### src/rtl/sc_scbc_gsr.sv
// Global system register block for the SCBC: version, control/soft-reset, interrupt status/enable,
// scratch and a 64-bit timestamp with a coherent low/high read.
//   state   | meaning
//   S_IDLE  | no soft reset in progress, SRST writes accepted
//   S_PULSE | SOFT_RST asserted, down-counter running, SRST writes ignored
module sc_scbc_gsr #(
  parameter int unsigned ADDR_WIDTH  = 32,
  parameter logic [31:0] VERSION     = 32'h0001_0000,
  parameter int unsigned INT_NUM     = 8,
  parameter int unsigned SRST_CYCLES = 16
) (
  input  logic                  SYSCLK,
  input  logic                  SYSRSTB,
  input  logic                  SYS_WENB,
  input  logic [ADDR_WIDTH-1:0] WADR,
  input  logic [31:0]           WDAT,
  input  logic [3:0]            WENB,
  input  logic                  SYS_RENB,
  input  logic [ADDR_WIDTH-1:0] RADR,
  output logic [31:0]           GSR_RDAT,
  input  logic [INT_NUM-1:0]    INT_SRC,
  output logic                  IRQ,
  output logic                  SOFT_RST
);

  localparam logic [5:0] A_VER     = 6'h00;
  localparam logic [5:0] A_CTRL    = 6'h01;
  localparam logic [5:0] A_INTSTS  = 6'h02;
  localparam logic [5:0] A_INTENB  = 6'h03;
  localparam logic [5:0] A_SCRATCH = 6'h04;
  localparam logic [5:0] A_TSL     = 6'h05;
  localparam logic [5:0] A_TSH     = 6'h06;
  localparam logic [7:0] SRST_LOAD = 8'(SRST_CYCLES - 1);

  typedef enum logic {S_IDLE, S_PULSE} state_t;

  state_t              state_q, state_d;
  logic [7:0]          srst_cnt_q, srst_cnt_d;
  logic                srst_start;
  logic                gie_q;
  logic [INT_NUM-1:0]  intenb_q;
  logic [INT_NUM-1:0]  intsts_q;
  logic [INT_NUM-1:0]  src_q;
  logic [INT_NUM-1:0]  int_rise;
  logic [INT_NUM-1:0]  int_clr;
  logic [31:0]         scratch_q;
  logic [63:0]         ts_cnt;
  logic [31:0]         tsh_q;
  logic [31:0]         rdat_q;
  logic [31:0]         rd_word;
  logic                irq_q;
  logic [31:0]         wmask;
  logic                we_ctrl, we_intsts, we_intenb, we_scratch;
  logic                srst_req;
  logic                rd_tsl;
  logic                unused_addr;

  // Address bits outside [7:2] are deliberately ignored (aliasing).
  assign unused_addr = ^{WADR, RADR};

  assign wmask      = {{8{WENB[3]}}, {8{WENB[2]}}, {8{WENB[1]}}, {8{WENB[0]}}};
  assign we_ctrl    = SYS_WENB && (WADR[7:2] == A_CTRL);
  assign we_intsts  = SYS_WENB && (WADR[7:2] == A_INTSTS);
  assign we_intenb  = SYS_WENB && (WADR[7:2] == A_INTENB);
  assign we_scratch = SYS_WENB && (WADR[7:2] == A_SCRATCH);
  assign srst_req   = we_ctrl && WENB[0] && WDAT[0];
  assign rd_tsl     = SYS_RENB && (RADR[7:2] == A_TSL);

  always_ff @(posedge SYSCLK or negedge SYSRSTB) begin
    if (!SYSRSTB) begin
      state_q    <= S_IDLE;
      srst_cnt_q <= 8'd0;
    end else begin
      state_q    <= state_d;
      srst_cnt_q <= srst_cnt_d;
    end
  end

  always_comb begin
    state_d    = state_q;
    srst_cnt_d = srst_cnt_q;
    srst_start = 1'b0;
    case (state_q)
      S_IDLE: begin
        if (srst_req) begin
          state_d    = S_PULSE;
          srst_cnt_d = SRST_LOAD;
          srst_start = 1'b1;
        end
      end
      S_PULSE: begin
        if (srst_cnt_q == 8'd0) state_d = S_IDLE;
        else                    srst_cnt_d = srst_cnt_q - 8'd1;
      end
      default: state_d = S_IDLE;
    endcase
  end

  assign SOFT_RST = (state_q == S_PULSE);

  // Set (rising edge) takes priority over a same-cycle W1C clear.
  assign int_rise = INT_SRC & ~src_q;
  assign int_clr  = we_intsts ? (WDAT[INT_NUM-1:0] & wmask[INT_NUM-1:0]) : '0;

  always_ff @(posedge SYSCLK or negedge SYSRSTB) begin
    if (!SYSRSTB) begin
      src_q    <= '0;
      intsts_q <= '0;
      intenb_q <= '0;
      gie_q    <= 1'b0;
      irq_q    <= 1'b0;
    end else begin
      src_q <= INT_SRC;
      if (srst_start) intsts_q <= '0;
      else            intsts_q <= (intsts_q & ~int_clr) | int_rise;
      if (we_intenb)
        intenb_q <= (intenb_q & ~wmask[INT_NUM-1:0]) | (WDAT[INT_NUM-1:0] & wmask[INT_NUM-1:0]);
      if (we_ctrl && WENB[1]) gie_q <= WDAT[8];
      irq_q <= gie_q & (|(intsts_q & intenb_q));
    end
  end

  assign IRQ = irq_q;

  always_ff @(posedge SYSCLK or negedge SYSRSTB) begin
    if (!SYSRSTB) begin
      scratch_q <= 32'd0;
    end else if (we_scratch) begin
      scratch_q <= (scratch_q & ~wmask) | (WDAT & wmask);
    end
  end

  // The TSL read captures the upper half so a following TSH read is coherent.
  always_ff @(posedge SYSCLK or negedge SYSRSTB) begin
    if (!SYSRSTB) begin
      ts_cnt <= 64'd0;
      tsh_q  <= 32'd0;
    end else begin
      if (srst_start) ts_cnt <= 64'd0;
      else            ts_cnt <= ts_cnt + 64'd1;
      if (srst_start)  tsh_q <= 32'd0;
      else if (rd_tsl) tsh_q <= ts_cnt[63:32];
    end
  end

  always_comb begin
    rd_word = 32'd0;
    case (RADR[7:2])
      A_VER:     rd_word = VERSION;
      A_CTRL:    rd_word = {23'd0, gie_q, 7'd0, SOFT_RST};
      A_INTSTS:  rd_word = 32'(intsts_q);
      A_INTENB:  rd_word = 32'(intenb_q);
      A_SCRATCH: rd_word = scratch_q;
      A_TSL:     rd_word = ts_cnt[31:0];
      A_TSH:     rd_word = tsh_q;
      default:   rd_word = 32'd0;
    endcase
  end

  always_ff @(posedge SYSCLK or negedge SYSRSTB) begin
    if (!SYSRSTB)      rdat_q <= 32'd0;
    else if (SYS_RENB) rdat_q <= rd_word;
  end

  assign GSR_RDAT = rdat_q;

endmodule

### config.mk
export PLATFORM = sky130hd
export DESIGN_NAME = sc_scbc_gsr
export DESIGN_NICKNAME = d
export VERILOG_FILES = /design/src/rtl/sc_scbc_gsr.sv
export SDC_FILE = /design/constraint.sdc
export NUM_CORES = 1
export LEC_CHECK = 0
export ABC_AREA = 1
export CELL_PAD_IN_SITES_DETAIL_PLACEMENT = 1
export CELL_PAD_IN_SITES_GLOBAL_PLACEMENT = 1
export CORE_ASPECT_RATIO = 0.9
export CORE_UTILIZATION = 40
export CTS_CLUSTER_SIZE = 16
export DETAILED_ROUTE_END_ITERATION = 8
export PLACE_DENSITY_LB_ADDON = 0.1
export SLEW_MARGIN = 0
export SYNTH_ARGS = -nofsm -noshare
export SYNTH_HDL_FRONTEND = slang
export SYNTH_SLANG_ARGS = --single-unit
### constraint.sdc
create_clock -name SYSCLK -period 1.8 [get_ports SYSCLK]
set_clock_uncertainty 0.1 [all_clocks]
set_input_delay 0.45 -clock SYSCLK [delete_from_list [all_inputs] [get_ports SYSCLK]]
set_output_delay 0.45 -clock SYSCLK [all_outputs]
set_load 0.01 [all_outputs]
==> metrics.csv <==
metric;value;unit
largest net degree at the start of global routing;44;
Buf/Inv on CP;4;
total die area;0.0255;mm2
r2r setup slk;40;ps
IO buf count;93;
commonest cells after routing, fill and taps aside;nand2_1 (487), dfrtp_1 (188), nor2_1 (187), buf_4 (116), inv_1 (91);
Combinational Power Share;0.080;
RSZ-0062 raised after global routing;yes;
Cells after DPL;1839;
hold endpoint;src_q[1];
class of the worst hold path;in -> reg;
Cells after Synth;1361;
post-DP HPWL;26900;um
dominant synthesized flop cell;dfrtp_1;
switching power;2.51;mW
Reg power frac;0.501;
Clock power frac;0.418;
deepest clock path buffer count;2;
reg2reg end;ts_cnt[48];
worst skew pair latency;450;ps
CP max stage delay;420;ps
Syn Area/Cell;7.32;um2
DR pass1 iterations;5;
Num CTS Buffers;17;
GRT Total Usage;0.284;
ys async rst share;1.00;
Final Max Slew Viols;0;
Worst Setup End Kind;flop;
Root Driver;clkbuf_16;
total power divided by cell area;716;mW/mm2
Period minus WS final;1800;ps
worst-path cell chain;clkdlybuf4s50_1, nor2_2, buf_6, nand4_4, nor2_4, buf_12, clkbuf_16, o21ai_0, a21oi_1;
routed via count;9799;
Hold Violations, Final;0;
ANT cells;0;
Syn Std Cell Area;0.00996;mm2
vias in the first global route;9827;
first-pass GRT wire length;54700;um
fraction of the cycle the final worst path needs;0.999;
Lkg Pwr;6.79;nW
Netlist cell types;31;
Total Wirelength;36400;um
Max H-tree Level;4;
Initial Util;0.410;
Die Width;168;um
hold path depth;1;
status;finished, final reports clean;
# IOs;146;
max_cap viols;0;
total power draw;9.59;mW
gr ovfl total;0;
RD Place Congestion;0.921;
Rel. slew slack;0.656;
Slowest-stage cell, CP;clkdlybuf4s50_1;
row cnt;54;
post-synthesis sequential area ratio;0.490;
# DRC;0;
Core Region;0.0243;mm2
syn nets;1476;
CP Class;in -> reg;
clk sink count;195;
Int Pwr;7.08;mW
Die Span Y;152;um
Reg2Reg Depth;10;
commonest non-fill, non-tap cell in the layout;nand2_1;
Clk pin slew, worst setup/hold paths;80;ps
Filler cells;3018;
CP Data Arrival Time;2050;ps
initial antenna violation count;0;
switching share of total power;0.261;
worst r2r src;ts_cnt[0];
Worst-Margin Slew;516;ps
Area Growth Syn to Fin;34.3;%
final std cells w/o fill;1898;
yosys warns;0;
largest fanout on the critical path;11;
fraction of final layout cells sized beyond drive strength 1;0.172;
Final nets;1693;
# setup viols final;0;
WP data required;2050;ps
initial drt markers;624;
ANT nets after route;0;
hold path start;INT_SRC[1];
post-DR vias/cell;5.16;
drt wl/cell;19.2;um
VDD IR max;0.543;mV
maximum achievable frequency;556;MHz
Post-synth EDFFs;0;
synthesis-stage register bit count;195;
Worst Setup Start Kind;input port;
TritonCTS clock tree;built;
Top delay family on crit path;buffers and inverters;
## worst max path at each step
| stage | from | to | slack [ps] | cells past startpoint |
|---|---|---|---|---|
| floorplan | WADR[4] | tsh_q[11] | 180 | 7 |
| CTS | ts_cnt[0] | ts_cnt[48] | -20 | 10 |
| global placement | WADR[2] | flop | -390 | 7 |
| finish | RADR[7] | tsh_q[16] | 2 | 9 |
| global route | ts_cnt[0] | ts_cnt[48] | -70 | 10 |
| detailed placement | WADR[2] | flop | -490 | 7 |
## power by group through the flow
stage	logic [mW]	registers (mW)	clock network (mW)
6_report	0.771	4.81	4.01
3_5_place_dp	0.754	4.88	0
4_1_cts	0.758	4.80	4.05
5_1_grt	0.868	4.83	4.21
3_3_place_gp	0.725	4.88	0
2_1_floorplan	0.296	4.81	0
## cell usage after synthesis (9+ instances only)
cell type | number | share of area
nand2_1 | 510 | 0.19
nor2_1 | 221 | 0.083
dfrtp_1 | 195 | 0.49
inv_1 | 92 | 0.035
nand3_1 | 91 | 0.046
o21ai_0 | 67 | 0.034
a21oi_1 | 49 | 0.025
xor2_1 | 17 | 0.015
buf_2 | 15 | 0.0075
clkbuf_1 | 14 | 0.0053
nor3_1 | 13 | 0.0065
o21ai_1 | 9 | 0.0045
## timing repair
action	in CTS	in global routing
endpoints found under the setup margin	58	128
hold buffers	1	0
resized for setup	45	98
hold endpoints to repair	33	0
buffers inserted	2	19
pin swaps	2	11
gates cloned	1	5
## kinds of logic (layout without fill, tap and decap cells)
| kind of cell | count (synthesis) | in the layout | synth area share |
|---|---|---|---|
| AO/OA/AOI/OAI | 130 | 130 | 0.0666 |
| XOR/XNOR | 25 | 25 | 0.0220 |
| adder cells (fa/ha/maj) | 3 | 3 | 0.00377 |
| buffers and inverters | 132 | 361 | 0.0546 |
| flip-flops | 195 | 195 | 0.490 |
| multiplexers | 7 | 7 | 0.00703 |
| AND/OR/NAND/NOR | 869 | 869 | 0.356 |
## area by class of cell
type,count,area [um2],share of cell area
clock inverters,13,171,0.0128
repair buffers,237,2330,0.174
clock buffers,18,429,0.0321
multi-input cells,1034,4830,0.361
flip-flops and latches,195,4890,0.365
well taps,308,385,0.0288
inverters,93,349,0.0261
## stage by stage
| stage | utilization | cell area, um2 | setup TNS (ps) | hold slack, ps | setup slack [ps] |
|---|---|---|---|---|---|
| final | 0.550 | 13400 | 0 | 361 | 1.90 |
| after detailed placement | 0.501 | 12200 | -61610 | 344 | -494 |
| after global routing | 0.550 | 13400 | -578 | 360 | -67.5 |
| after CTS | 0.527 | 12800 | -39.1 | 349 | -17.2 |
| after floorplan | - | 9960 | 0 | 54.4 | 181 |
| after global placement | 0.501 | 12200 | -56670 | 336 | -390 |
## per-layer routing
| metal | up-vias | part of all wire | global-route usage |
|---|---|---|---|
| met2 | 213 | 0.45 | 0.441 |
| met1 | 4839 | 0.48 | 0.414 |
| li1 | 4726 | - | - |
| met3 | 21 | 0.055 | 0.0522 |
| met4 | 0 | 0.0086 | 0.0586 |
| met5 | - | 0 | 0 |
Power figures use the tool's default switching activity.
